==> src/rtl/valid_ready_width_upsizer.sv <==
// Packs RATIO narrow valid-ready beats into one wide word with a per-lane mask.
// A word closes early on input_last; unused upper lanes are zero with mask bits low.
module valid_ready_width_upsizer #(
  parameter int WIDTH = 8,
  parameter int RATIO = 4
) (
  input  logic                     clock,
  input  logic                     reset,
  input  logic [WIDTH-1:0]         input_data,
  input  logic                     input_last,
  input  logic                     input_valid,
  output logic                     input_ready,
  output logic [WIDTH*RATIO-1:0]   output_data,
  output logic [RATIO-1:0]         output_mask,
  output logic                     output_last,
  output logic                     output_valid,
  input  logic                     output_ready
);

  localparam int IDX_W = (RATIO > 1) ? $clog2(RATIO) : 1;
  localparam int ACC_W = WIDTH * (RATIO - 1);
  localparam int OUT_W = WIDTH * RATIO;
  localparam logic [IDX_W-1:0] IDX_MAX = IDX_W'(RATIO - 1);

  logic [IDX_W-1:0] idx_q, idx_d;
  logic [ACC_W-1:0] acc_q, acc_d;
  logic [RATIO-2:0] acc_mask_q, acc_mask_d;
  logic [OUT_W-1:0] data_q, data_d;
  logic [RATIO-1:0] mask_q, mask_d;
  logic             last_q, last_d;
  logic             valid_q, valid_d;

  logic             beat_fire;
  logic             complete;
  logic [OUT_W-1:0] word_c;
  logic [RATIO-1:0] word_mask_c;

  // Ready depends only on the output handshake, so upstream never sees a loop.
  assign input_ready = ~valid_q | output_ready;

  assign output_data  = data_q;
  assign output_mask  = mask_q;
  assign output_last  = last_q;
  assign output_valid = valid_q;

  always_comb begin
    beat_fire   = input_valid & input_ready;
    complete    = beat_fire & (input_last | (idx_q == IDX_MAX));

    word_c      = '0;
    word_mask_c = '0;
    for (int l = 0; l < RATIO - 1; l++) begin
      word_c[l*WIDTH +: WIDTH] = acc_q[l*WIDTH +: WIDTH];
      word_mask_c[l]           = acc_mask_q[l];
    end
    for (int l = 0; l < RATIO; l++) begin
      if (idx_q == IDX_W'(l)) begin
        word_c[l*WIDTH +: WIDTH] = input_data;
        word_mask_c[l]           = 1'b1;
      end
    end

    idx_d      = idx_q;
    acc_d      = acc_q;
    acc_mask_d = acc_mask_q;
    data_d     = data_q;
    mask_d     = mask_q;
    last_d     = last_q;
    valid_d    = valid_q;

    if (complete) begin
      // A drain in the same cycle is covered: the new word simply replaces it.
      idx_d      = '0;
      acc_d      = '0;
      acc_mask_d = '0;
      data_d     = word_c;
      mask_d     = word_mask_c;
      last_d     = input_last;
      valid_d    = 1'b1;
    end else begin
      if (beat_fire) begin
        idx_d = idx_q + IDX_W'(1);
        for (int l = 0; l < RATIO - 1; l++) begin
          if (idx_q == IDX_W'(l)) begin
            acc_d[l*WIDTH +: WIDTH] = input_data;
            acc_mask_d[l]           = 1'b1;
          end
        end
      end
      if (output_ready) begin
        valid_d = 1'b0;
      end
    end
  end

  always_ff @(posedge clock or posedge reset) begin
    if (reset) begin
      idx_q      <= '0;
      acc_q      <= '0;
      acc_mask_q <= '0;
      data_q     <= '0;
      mask_q     <= '0;
      last_q     <= 1'b0;
      valid_q    <= 1'b0;
    end else begin
      idx_q      <= idx_d;
      acc_q      <= acc_d;
      acc_mask_q <= acc_mask_d;
      data_q     <= data_d;
      mask_q     <= mask_d;
      last_q     <= last_d;
      valid_q    <= valid_d;
    end
  end

endmodule

==> config.mk <==
export PLATFORM = sky130hd
export DESIGN_NAME = valid_ready_width_upsizer
export DESIGN_NICKNAME = d
export VERILOG_FILES = /design/src/rtl/valid_ready_width_upsizer.sv
export SDC_FILE = /design/constraint.sdc
export NUM_CORES = 1
export LEC_CHECK = 0
export ABC_CLOCK_PERIOD_IN_PS = 4700
export BUFFER_PORTS_ARGS = -buffer_cell sky130_fd_sc_hd__buf_2
export CELL_PAD_IN_SITES_DETAIL_PLACEMENT = 1
export CELL_PAD_IN_SITES_GLOBAL_PLACEMENT = 2
export CORE_AREA = 2 2 87 89
export CTS_BUF_LIST = sky130_fd_sc_hd__clkbuf_16
export DETAILED_ROUTE_END_ITERATION = 10
export DIE_AREA = 0 0 89 91
export PLACE_DENSITY_LB_ADDON = 0.1
export SYNTH_ARGS = -nofsm -noshare
export SYNTH_HDL_FRONTEND = slang
export SYNTH_SLANG_ARGS = --single-unit
==> constraint.sdc <==
create_clock -name clock -period 4.7 [get_ports clock]
set_input_delay 0.47 -clock clock [delete_from_list [all_inputs] [get_ports clock]]
set_output_delay 0.47 -clock clock [all_outputs]
set_load 0.02 [all_outputs]
; ---- Word level (Yosys, flattened, before mapping)
; Index checks and enable logic that the tools add are counted.
[totals]
latchBits = 0
word_cells = 35
n_memories = 0
output_inout_bits = 39
mem_bits_ro = 0
register_bits = 67
in_bits = 13
mem_bits_rw = 0
[classes]
n_bitwise = 5
reduce_logical = 3
add_sub_neg = 1
n_lt_le_gt_ge = 0
eq_ne = 3
n_mul = 0
mux = 16
shifts = 0
n_div = 0
[ops]
columns = operator, count
row1 = two-way mux 24 bit, 2
row2 = two-way mux 8 bit, 4
row3 = two-way mux 1 bit, 6
row4 = two-way mux 3 bit, 2
row5 = "== test 2 bit, second input constant", 2
row6 = two-way mux 2 bit, 2
row7 = nonzero test 2 bit, 2
row8 = "adder 2 x 1 -> 2 bit, second input constant", 1
row9 = AND 1 bit, 2
row10 = "== test 2 x 1 -> 1 bit, second input constant", 1
row11 = logical NOT 2 bit, 1
row12 = bitwise OR 1 bit, 2
row13 = inverter 1 bit, 1

; ---- Longest topological paths before layout
; Gate-level depths: netlist of the first run.
[logic_depth]
ltp_word = 5
mapped_depth = 6
ltp_nobuf = 4

; ---- Least setup slack after synthesis of the first run
; Ideal clock, no wire load.
[synth_path]
kind = register to register
start = register idx_q[0]
end = register data_q[0], in the netlist output_data[0]
synth_period_minus_slack_ns = 1.699
setup_time_ns = 0.125
setup_slack_ns = 3.001
stages_incl_launch_ff = 6
t_required_ns = 4.575
n_path_buf = 1
t_arrival_ns = 1.575
cell_sequence = dfrtp_1 -> inv_1 -> ha_1 -> clkbuf_1 -> mux2_2 -> mux2_2
[synth_between]
elab_chain_len = 3
elab_cells_between_ends = 5
classes_between = eq/ne: 1 / mux: 1 / bitwise: 2 / reduce/logical: 1
[synth_lines]
columns = element, line
row1 = from (decl), 25  ; logic [IDX_W-1:0] idx_q, idx_d;
row2 = from (signal assigned), 106  ; idx_q <= idx_d;
row3 = == test 2 bit, 48  ; complete = beat_fire & (input_last | (idx_q == IDX_MAX));
row4 = bitwise OR 1 bit, 48
row5 = AND 1 bit, 48
row6 = to (signal assigned), 109  ; data_q <= data_d;
row7 = to (decl), 28  ; logic [OUT_W-1:0] data_q, data_d;
; Parallel ways exist; a longest one is shown, timed or not.
; A chain may end at the register's enable or synchronous reset.

; ---- Worst setup path in the final report of the first run
[layout_path]
start = register idx_q[0]
end = register acc_q[21]
[layout_between]
elab_chain_len = 4
elab_cells_between_ends = 8
classes_between = eq/ne: 2 / mux: 3 / bitwise: 2 / reduce/logical: 1
[layout_lines]
columns = element, line
row1 = == test 2 bit (on tied branches), "84, 48"
row2 = two-way mux 8 bit or bitwise OR 1 bit (tied branches), --
row3 = two-way mux 24 bit or AND 1 bit (tied branches), --
row4 = two-way mux 24 bit or nonzero test 2 bit (tied branches), --
row5 = to (signal assigned), 99  ; acc_q <= '0;
row6 = to (signal assigned), 107  ; acc_q <= acc_d;
row7 = to (decl), 26  ; logic [ACC_W-1:0] acc_q, acc_d;
; Parallel ways exist; a longest one is shown, timed or not. The select of a mux whose other input is x is not followed.

==> out/qor.yml, run 1 <==
setup_path:
  r2r_start: "idx_q[0]"
  cp-end-kind: "flop"
  crit_chain: "inv_1 > ha_1 > o311ai_1 > a22o_1"
  crit_path_end: "acc_q[21]"
  slowest_delay_ns: 0.97
  r2r-end: "acc_q[21]"
  path_max_fanout: 12
  start_kind: "flop"
  slowest_stage: "o311ai_1"
  worst-setup-path-type: "reg -> reg"
  crit_path_start: "idx_q[0]"
  r2r_setup_slack_ns: 2.51
  reg2reg_depth: 4
  required_ns: 4.95
  critPathArrivalTime_ns: 2.44
logic_synthesis:
  synth_flop_cell: "dfrtp_1"
  synth_area_mm2: 0.00285
  async_flop_share_pct: 100
  syn_area_per_cell_um2: 14.1
  syn-num-nets: 220
  syn_inst: 203
  synth.most_common_cell: "dfrtp_1"
  synth_common_cells: "dfrtp_1 (67), mux2_2 (48), a22o_1 (32), clkbuf_1 (8), inv_1 (7)"
  synth-edff-count: 0
  yosysSeqAreaShare_pct: 58.8
  synth_top_area_share_pct: 58.8
  synth_cell_type_count: 24
  synth_top_cell_by_area: "dfrtp_1"
  ys_ff_latch: 67
  synth.area.top_cells: "dfrtp_1 (59%), mux2_2 (19%), a22o_1 (9.8%)"
  ys_warn_count: 0
final_layout:
  fill_cells: 750
  fin_area_mm2: 0.00348
  antenna_cells: 0
  layout.nets: 271
  area_delta_synth_final_pct: 21.9
  drive_above_1_share_pct: 45.9
power_and_ir_drop:
  sw_frac_of_total_pct: 31.3
  cellPowerDensity_mw_per_mm2: 576
  power_frac_clock_pct: 32.6
  p_leak_nw: 1.80
  seq_power_share_pct: 39.6
  ir_drop_v: 0.000212
  p_int_mw: 1.38
  combinationalPowerShare_pct: 27.8
  p_sw_uw: 626
global_route:
  grt_max_degree: 52
  grtUsageTotal_pct: 17.4
  grt_overflow: 0
  grt_pass1_wl_mm: 10.5
  antenna_found_initial: 0
  grt_pass1_vias: 1974
clock_tree:
  clk_pin_slew_ns: 0.06
  cts_setup_buffers: 0
  cts.sinks: 67
  clock_latency_ns: 0.32
  cts_tree: "done"
  cts-root-buf: "clkbuf_16"
  cts_hold_buf: 0
  cts_resized: 0
  numCtsBuffers: 9
  cts_buffer_depth: 2
  cts_htree_levels: 3
timing:
  timing.final.crit_share_pct: 46.5
  skew_ns: 0.00483
  worst_slack_ns: 2.51
  worst_pin_slew_ns: 1.06
  setup_viol: 0
  slew_headroom_pct: 28.1
  fmax_ghz: 0.457
  rsz0062_at_grt: "no"
  period_minus_slack_ns: 2.19
  hold_violations: 0
  setup_tns_ns: 0
  drv_slew: 0
routing:
  drt-pass1-iter-count: 4
  wirelength_mm: 6.36
  drtIter0Drc: 72
  ant_nets: 0
  drt-wirelength-per-cell_um: 17.8
  via_per_inst: 5.25
  drcViolationCount: 0
  vias: 1878
floorplan:
  ios: 52
  dieArea_mm2: 0.00810
  die_x_um: 89
  initial_core_util_pct: 40.0
  design.core.area_mm2: 0.00714
  die_y_um: 91
  placementRows: 31
place:
  gp_congestion: 0.796
  portBuffers: 51
  dp_hpwl_mm: 4.04
  place_ws_ns: 2.53
  dpl-instance-area_mm2: 0.00318
hold_path:
  worstHoldPathType: "in -> async"
job:
  maxCapViolCount: 0
status:
  outcome: "completed"
## per-stage QoR
step | total power [mW] | utilization (%) | hold WS [ns] | instances
after global placement | 1.36 | 44.6 | 0.467 | 342
after detailed placement | 1.37 | 44.6 | 0.472 | 342
after global routing | 2.12 | 48.7 | 0.136 | 358
final | 2.00 | 48.7 | 0.117 | 358
after floorplan | 1.19 | - | 0.462 | 203
after CTS | 2.03 | 48.7 | 0.127 | 358
## final cells by class
| cell class | instances | area [um^2] | share of cell area [%] |
|---|---|---|---|
| clock inverter | 7 | 68.8 | 1.98 |
| clock buffer | 9 | 225 | 6.47 |
| inverter | 7 | 26.3 | 0.755 |
| tap | 99 | 124 | 3.56 |
| timing repair buffer | 54 | 278 | 7.99 |
| multi-input combinational | 115 | 1080 | 31.0 |
| sequential | 67 | 1680 | 48.2 |
## flip-flops by register name (all words and copies together), names as in the netlist
signal / count
acc_mask_q: 3
output_valid: 1
acc_q: 24
output_data: 32
output_last: 1
idx_q: 2
output_mask: 4
## worst min-delay path by stage
| stage | depth (start not counted) | endpoint | slack [ns] | start |
|---|---|---|---|---|
| after detailed placement | 2 | output_data[17] | 0.47 | reset |
| after global routing | 2 | output_data[21] | 0.14 | reset |
| after CTS | 2 | output_data[21] | 0.13 | reset |
| final | 2 | output_data[17] | 0.12 | reset |
| after floorplan | 1 | acc_q[0] | 0.46 | acc_q[0] |
| after global placement | 2 | output_data[17] | 0.47 | reset |
## worst max-delay path, delay by kind of cell, from the launching register on
family	cells	cell delay, ns
buffers and inverters	1	0.10
AO/OA/AOI/OAI	2	1.24
adder cells (fa/ha/maj)	1	0.39
flip-flops	1	0.38
## power by group through the flow
stage	clock network, mW	registers [mW]	logic, mW
3_5_place_dp	0	0.801	0.565
6_report	0.653	0.792	0.557
5_1_grt	0.699	0.814	0.609
3_3_place_gp	0	0.799	0.557
2_1_floorplan	0	0.916	0.269
4_1_cts	0.671	0.793	0.568
## logic make-up after synthesis
logic type,synth area share [%]
flops,58.8
compound gates,12.3
simple gates,3.77
mux,20.0
fa+ha+maj,1.75
buf+inv,3.38
## per-layer routing
metal	GRT usage, %	up-vias	routed length, um
met5	0	-	0
met4	7.46	0	105
met3	3.91	9	257
met2	24.3	49	2870
met1	25.8	968	3130
li1	-	852	-
## placed cells by master, fill, tap and decap left out, types with 2 or more instances in the layout
cell type | synthesis | final
and3_1 | 4 | 4
clkinv_2 | 0 | 3
ha_1 | 4 | 4
mux2_2 | 48 | 48
clkinvlp_4 | 0 | 2
nor2_1 | 4 | 4
o311ai_1 | 3 | 3
a22o_1 | 32 | 32
clkbuf_16 | 0 | 9
o21a_1 | 3 | 3
inv_1 | 7 | 6
nand4_1 | 2 | 2
o21ai_0 | 3 | 3
buf_2 | 2 | 51
buf_4 | 2 | 3
dfrtp_1 | 67 | 67
mux2i_1 | 3 | 3
and4_1 | 3 | 3
Power figures use the tool's default switching activity.
==> inputs of run 2 (changes only) <==
- ABC_CLOCK_PERIOD_IN_PS: 4700 -> 1790
- CORE_AREA: 2 2 87 89 -> 2 2 95 97
- DIE_AREA: 0 0 89 91 -> 0 0 97 99
- clock period: 4.7 -> 1.79 ns (I/O delays scaled with it)
==> run 2 against run 1 <==
  * Power rose to 2.8 times the previous value
  * Worst hold slack gained 0.079 ns
  * Final cell count is 6.7% higher
  * Non-clock buffer count up 15
  * Cell area grew 5.5%
  * Register-to-register slack worse by 2.4 ns
  * Sequential share of layout area is 2.5 points lower
  * First-iteration DRC count down 42%
  * Global-route usage is 2.3 points lower
  * Critical endpoint is now output_data[12]
  * Largest cell class unchanged
  * Largest power group unchanged
==> out/qor.yml, run 2 (synthesis results as in run 1) <==
timing:
  slew_headroom_pct: 62.1  # +34 points
  rsz0062_at_grt: "no"
  setup_tns_ns: 0  # unchanged
  timing.final.crit_share_pct: 91.2  # +45 points
  period_minus_slack_ns: 1.63  # -0.554 ns
  skew_ns: 0.00318  # -0.00165 ns
  drv_slew: 0  # unchanged
  setup_viol: 0  # unchanged
  fmax_ghz: 0.613  # +34%
  hold_violations: 0  # unchanged
  worst_pin_slew_ns: 0.567  # -0.495 ns
setup_path:
  critPathTopFamily: "multiplexers"
  required_ns: 1.99  # -2.96 ns
  worst-setup-path-type: "reg -> reg"
  path_common_cell: "mux2_2"
  critPathArrivalTime_ns: 1.83  # -0.61 ns
  start_kind: "flop"
  slowest_stage: "dfrtp_1"
  slowest_delay_ns: 0.40  # -0.57 ns
  path_max_fanout: 5  # -7
  crit_path_start: "idx_q[1]"
  cp-end-kind: "flop"
  crit_chain: "inv_1 > ha_1 > buf_4 > mux2_2 > mux2_2"
  crit_buf_inv: 2  # +1
  r2r_start: "idx_q[1]"
final_layout:
  regArea_mm2: 0.00168  # unchanged
  layout.nets: 286  # +5.5%
  drive_above_1_share_pct: 48.2  # +2.2 points
  fill_cells: 912  # +22%
  area_delta_synth_final_pct: 28.6
  multiInputGateArea_mm2: 0.00108  # unchanged
  layout_common_cells: "dfrtp_1 (67), buf_2 (51), mux2_2 (48)"
  layout_commonest_cell: "dfrtp_1"
  largest_reg_flops: 32  # unchanged
  antenna_cells: 0  # unchanged
  final_cells: 382  # +6.7%
routing:
  drtIter0Drc: 42  # -42%
  drcViolationCount: 0  # unchanged
  drt-wirelength-per-cell_um: 17.8  # about the same
  via_per_inst: 5.04  # -3.8%
  vias: 1927  # +2.6%
  drt-pass1-iter-count: 4  # unchanged
  ant_nets: 0  # unchanged
  wirelength_mm: 6.78  # +6.6%
job:
  maxCapViolCount: 0  # unchanged
clock_tree:
  cts_tree: "done"
  cts_hold_buf: 1  # +1
  cts.sinks: 67  # unchanged
  cts_htree_levels: 3  # unchanged
  numCtsBuffers: 9  # unchanged
  cts_setup_buffers: 0  # unchanged
  clock_latency_ns: 0.32  # about the same
  cts_resized: 0  # unchanged
  cts-root-buf: "clkbuf_16"
  clk_pin_slew_ns: 0.06  # about the same
  cts_buffer_depth: 2  # unchanged
floorplan:
  die_x_um: 97  # +9.0%
  design.core.area_mm2: 0.00855  # +20%
  initial_core_util_pct: 33.4  # -6.6 points
  dieArea_mm2: 0.00960  # +19%
  die_y_um: 99  # +8.8%
  ios: 52  # unchanged
  placementRows: 34  # +9.7%
place:
  dp_hpwl_mm: 4.61  # +14%
  portBuffers: 51  # unchanged
  dp.cells: 365  # +6.7%
  gp_congestion: 0.783  # -1.6%
hold_path:
  worstHoldStart: "input_data[5]"
  worstHoldPathType: "in -> reg"
global_route:
  grt_pass1_vias: 2088  # +5.8%
  grt_pass1_wl_mm: 11.4  # +8.1%
  antenna_found_initial: 0  # unchanged
  grt_overflow: 0  # unchanged
  grtUsageTotal_pct: 15.0  # -2.3 points
  grt_max_degree: 36  # -31%
power_and_ir_drop:
  power.total_mw: 5.52  # +180%
  p_leak_nw: 1.89  # +5.1%
  cellPowerDensity_mw_per_mm2: 1500  # +160%
  ir_drop_v: 0.000537  # +150%
status:
  outcome: "completed"
==> run 2: changes by cell type in the layout (fill, tap and decap cells not counted), sizes merged <==
cell         previous run  this run
buf                    54        68
bufinv                  1         2
clkinv                  4         3
clkinvlp                2         3
dlygate4sd3             0         1
inv                     7         6
==> run 2: per-layer routing <==
layer  vias to the layer above  global-route usage (%)  part of all wire (%)
met5                         -                       0                     0
met4                         0                    3.58                  0.78
met3                         6                    4.04                   4.2
met2                        43                    23.6                    47
met1                       992                    20.9                    48
li1                        886                       -                     -
==> run 2: report_power, final <==
part	internal (mW)	total, mW	switching [mW]
combinational	0.731	1.57	0.835
sequential	1.89	2.08	0.190
clock	1.21	1.87	0.656
total	3.84	5.52	1.68
==> run 2: cell type report <==
class                      instances  area share (%)
sequential                        67            45.7
multi-input combinational        115            29.4
clock buffer                       9            6.14
clock inverter                     7            2.52
inverter                           7           0.818
timing repair buffer              69            11.7
tap                              108            3.68
==> run 2: worst register-to-register path, stage by stage, from the launching register on <==
cell and delay, ns:
dfrtp_1 0.40, inv_1 0.10, ha_1 0.23, buf_4 0.18
mux2_2 0.33, mux2_2 0.27
==> run 2: path summary, 6_finish.rpt <==
path                                   end  slack (ns)  depth (start not counted)
setup / recovery           output_data[12]        0.16                          5
hold / removal             output_data[29]        0.20                          2
setup reg to reg           output_data[12]        0.16                          5
hold reg to reg             output_mask[3]        0.49                          1
max in group asynchronous      output_last        0.78                          4
min in group asynchronous  output_data[16]        0.46                          3
==> run 2: metrics by stage <==
step / utilization, % / instance area (um^2) / setup slack, ns / hold WS (ns)
detailed placement: 39.1 / 3340 / 0.125 / 0.271
finish: 42.9 / 3670 / 0.158 / 0.196
global route: 42.9 / 3670 / 0.0713 / 0.210
CTS: 42.9 / 3670 / 0.123 / 0.193
floorplan: - / 2860 / 0.0906 / 0.312
global placement: 39.1 / 3340 / 0.140 / 0.272
==> inputs of run 3 (changes only) <==
- PLACE_DENSITY: not set -> 0.8
- PLACE_DENSITY_LB_ADDON: 0.1 -> not set
==> run 3 against run 2 <==
  * Final cell count rose by 0.52%
  * Register-to-register slack worse by 0.11 ns
  * Cell area unchanged
  * Clock skew increased by 0.0021 ns
  * Count of clock-buffer cells in the layout unchanged
  * Non-clock buffer count is 3 higher
  * Die area unchanged
  * Power decreased by 5.3%
  * Highest routed layer unchanged
==> out/qor.yml, run 3 (synthesis results as in run 1) <==
final_layout:
  layout.nets: 289  # +1.0%
  layout_commonest_cell: "dfrtp_1"
  drive_above_1_share_pct: 49.3  # +1.1 points
  area_delta_synth_final_pct: 28.6  # unchanged
  fill_cells: 908  # -0.44%
  layout_common_cells: "dfrtp_1 (67), buf_2 (51), mux2_2 (48)"
  antenna_cells: 0  # unchanged
  largest_reg_flops: 32  # unchanged
clock_tree:
  clk_pin_slew_ns: 0.05  # about the same
  cts_htree_levels: 3  # unchanged
  cts.sinks: 67  # unchanged
  numCtsBuffers: 9  # unchanged
  cts-root-buf: "clkbuf_16"
  cts_buffer_depth: 2  # unchanged
  cts_tree: "done"
  clock_latency_ns: 0.33  # about the same
global_route:
  grt_max_degree: 49  # +36%
  grtUsageTotal_pct: 14.7  # -0.37 points
  grt_overflow: 0  # unchanged
  grt_pass1_wl_mm: 10.8  # -5.2%
  antenna_found_initial: 0  # unchanged
  grt_pass1_vias: 2041  # -2.3%
timing:
  slew_headroom_pct: 67.2  # +5.1 points
  skew_ns: 0.00530  # +0.00212 ns
  fmax_ghz: 0.573  # -6.4%
  hold_violations: 0  # unchanged
  worst_slack_ns: 0.0459  # -0.112 ns
  setup_viol: 0  # unchanged
  drv_slew: 0  # unchanged
  period_minus_slack_ns: 1.74  # +0.112 ns
  worst_pin_slew_ns: 0.491  # -0.0758 ns
  holdWs_ns: 0.198  # +0.00199 ns
  timing.final.crit_share_pct: 97.4  # +6.3 points
routing:
  drtIter0Drc: 38  # -9.5%
  drt-pass1-iter-count: 4  # unchanged
  drt-wirelength-per-cell_um: 17.8  # +0.29%
  drcViolationCount: 0  # unchanged
  dr_wl_met3_um: 397  # +40%
  met1Wirelength_mm: 3.03  # -7.9%
  via_per_inst: 5.08  # +0.77%
  ant_nets: 0  # unchanged
  highest_layer: "met4"
  wl_met2_mm: 3.27  # +3.6%
  vias: 1952  # +1.3%
  wirelength_mm: 6.84  # +0.81%
job:
  maxCapViolCount: 0  # unchanged
floorplan:
  ios: 52  # unchanged
  placementRows: 34  # unchanged
  die_y_um: 99  # unchanged
  design.core.area_mm2: 0.00855  # unchanged
  dieArea_mm2: 0.00960  # unchanged
  die_x_um: 97  # unchanged
  initial_core_util_pct: 33.4  # unchanged
power_and_ir_drop:
  ir_drop_v: 0.000505  # -6.1%
  seq_power_share_pct: 40.1  # +2.4 points
  power.total_mw: 5.22  # -5.3%
  cellPowerDensity_mw_per_mm2: 1420  # -5.3%
  sw_frac_of_total_pct: 32.0  # +1.5 points
  power_frac_clock_pct: 29.7  # -4.2 points
  p_leak_nw: 1.88  # -0.33%
  p_int_mw: 3.55  # -7.4%
  p_sw_mw: 1.67  # -0.57%
  combinationalPowerShare_pct: 30.2  # +1.8 points
place:
  gp_congestion: 0.735  # -6.2%
  portBuffers: 51  # unchanged
  place_ws_ns: 0.0687  # -0.0566 ns
  dp_hpwl_mm: 4.37  # -5.2%
setup_path:
  worst-setup-path-type: "reg -> reg"
  r2r_setup_slack_ns: 0.05  # -0.11 ns
  critPathArrivalTime_ns: 1.96  # +0.13 ns
  cp-end-kind: "flop"
  start_kind: "flop"
  path_max_fanout: 7  # +2
  required_ns: 2.00  # about the same
status:
  outcome: "completed"
hold_path:
  worstHoldPathType: "in -> reg"
[run 3: cell count changes in the layout (fill, tap and decap cells not counted)]
cell | before | now
ha_1 | 4 | 3
clkbuf_16 | 9 | 10
clkinv_2 | 1 | 3
clkinv_4 | 1 | 0
bufinv_16 | 2 | 0
clkbuf_4 | 0 | 1
ha_4 | 0 | 1
buf_6 | 0 | 1
nor2_2 | 0 | 1
nor2_1 | 4 | 3
[run 3: power groups by stage]
stage                     Clock, mW  Sequential, mW  Combinational, mW
after floorplan                   0            2.41              0.707
after global placement            0            2.10               1.54
after detailed placement          0            2.11               1.56
after CTS                      1.59            2.09               1.57
after global routing           1.66            2.15               1.71
final                          1.55            2.09               1.58
[run 3: repair_timing]
item / in CTS / in global routing
resized for setup: 0 / 4
buffers inserted: 0 / 6
hold buffers: 1 / 0
endpoints found under the setup margin: 0 / 8
endpoints found under the hold margin: 19 / 0
[run 3: layout make-up]
cell class,count,area (um^2),share of cell area (%)
inverter,7,30.0,0.818
multi-input combinational,115,1090,29.8
tap,108,135,3.68
clock buffer,9,225,6.14
timing repair buffer,72,474,12.9
sequential,67,1680,45.7
clock inverter,6,33.8,0.921
[run 3: worst max-delay path: stages (launching register included)]
cell and delay, ns:
dfrtp_1 0.42, ha_4 0.18, nor2_2 0.04, nand3b_1 0.26, buf_6 0.19, clkbuf_4 0.17
buf_4 0.15, a22o_1 0.22
[run 3: path summary, 6_finish.rpt]
kind,from,to,depth (start not counted)
setup / recovery,idx_q[1],output_data[24],7
hold / removal,input_data[4],output_data[28],2
setup reg to reg,idx_q[1],output_data[24],7
hold reg to reg,output_mask[3],output_mask[3],1
max in group asynchronous,reset,output_mask[3],4
min in group asynchronous,reset,output_data[9],3
[run 3: per-layer routing]
| layer | track usage, % | vias up |
|---|---|---|
| met1 | 19.0 | 1001 |
| met2 | 23.1 | 49 |
| met3 | 4.33 | 12 |
| met5 | 0 | - |
| li1 | - | 890 |
| met4 | 6.18 | 0 |
[run 3: through the flow]
stage | std cells | cell area [um^2] | util (%) | setup TNS, ns
2_1_floorplan | 203 | 2860 | - | 0
3_3_place_gp | 361 | 3310 | 38.7 | 0
3_5_place_dp | 361 | 3310 | 38.7 | 0
4_1_cts | 377 | 3580 | 41.9 | 0
5_1_grt | 384 | 3670 | 42.9 | -0.210
6_report | 384 | 3670 | 42.9 | 0
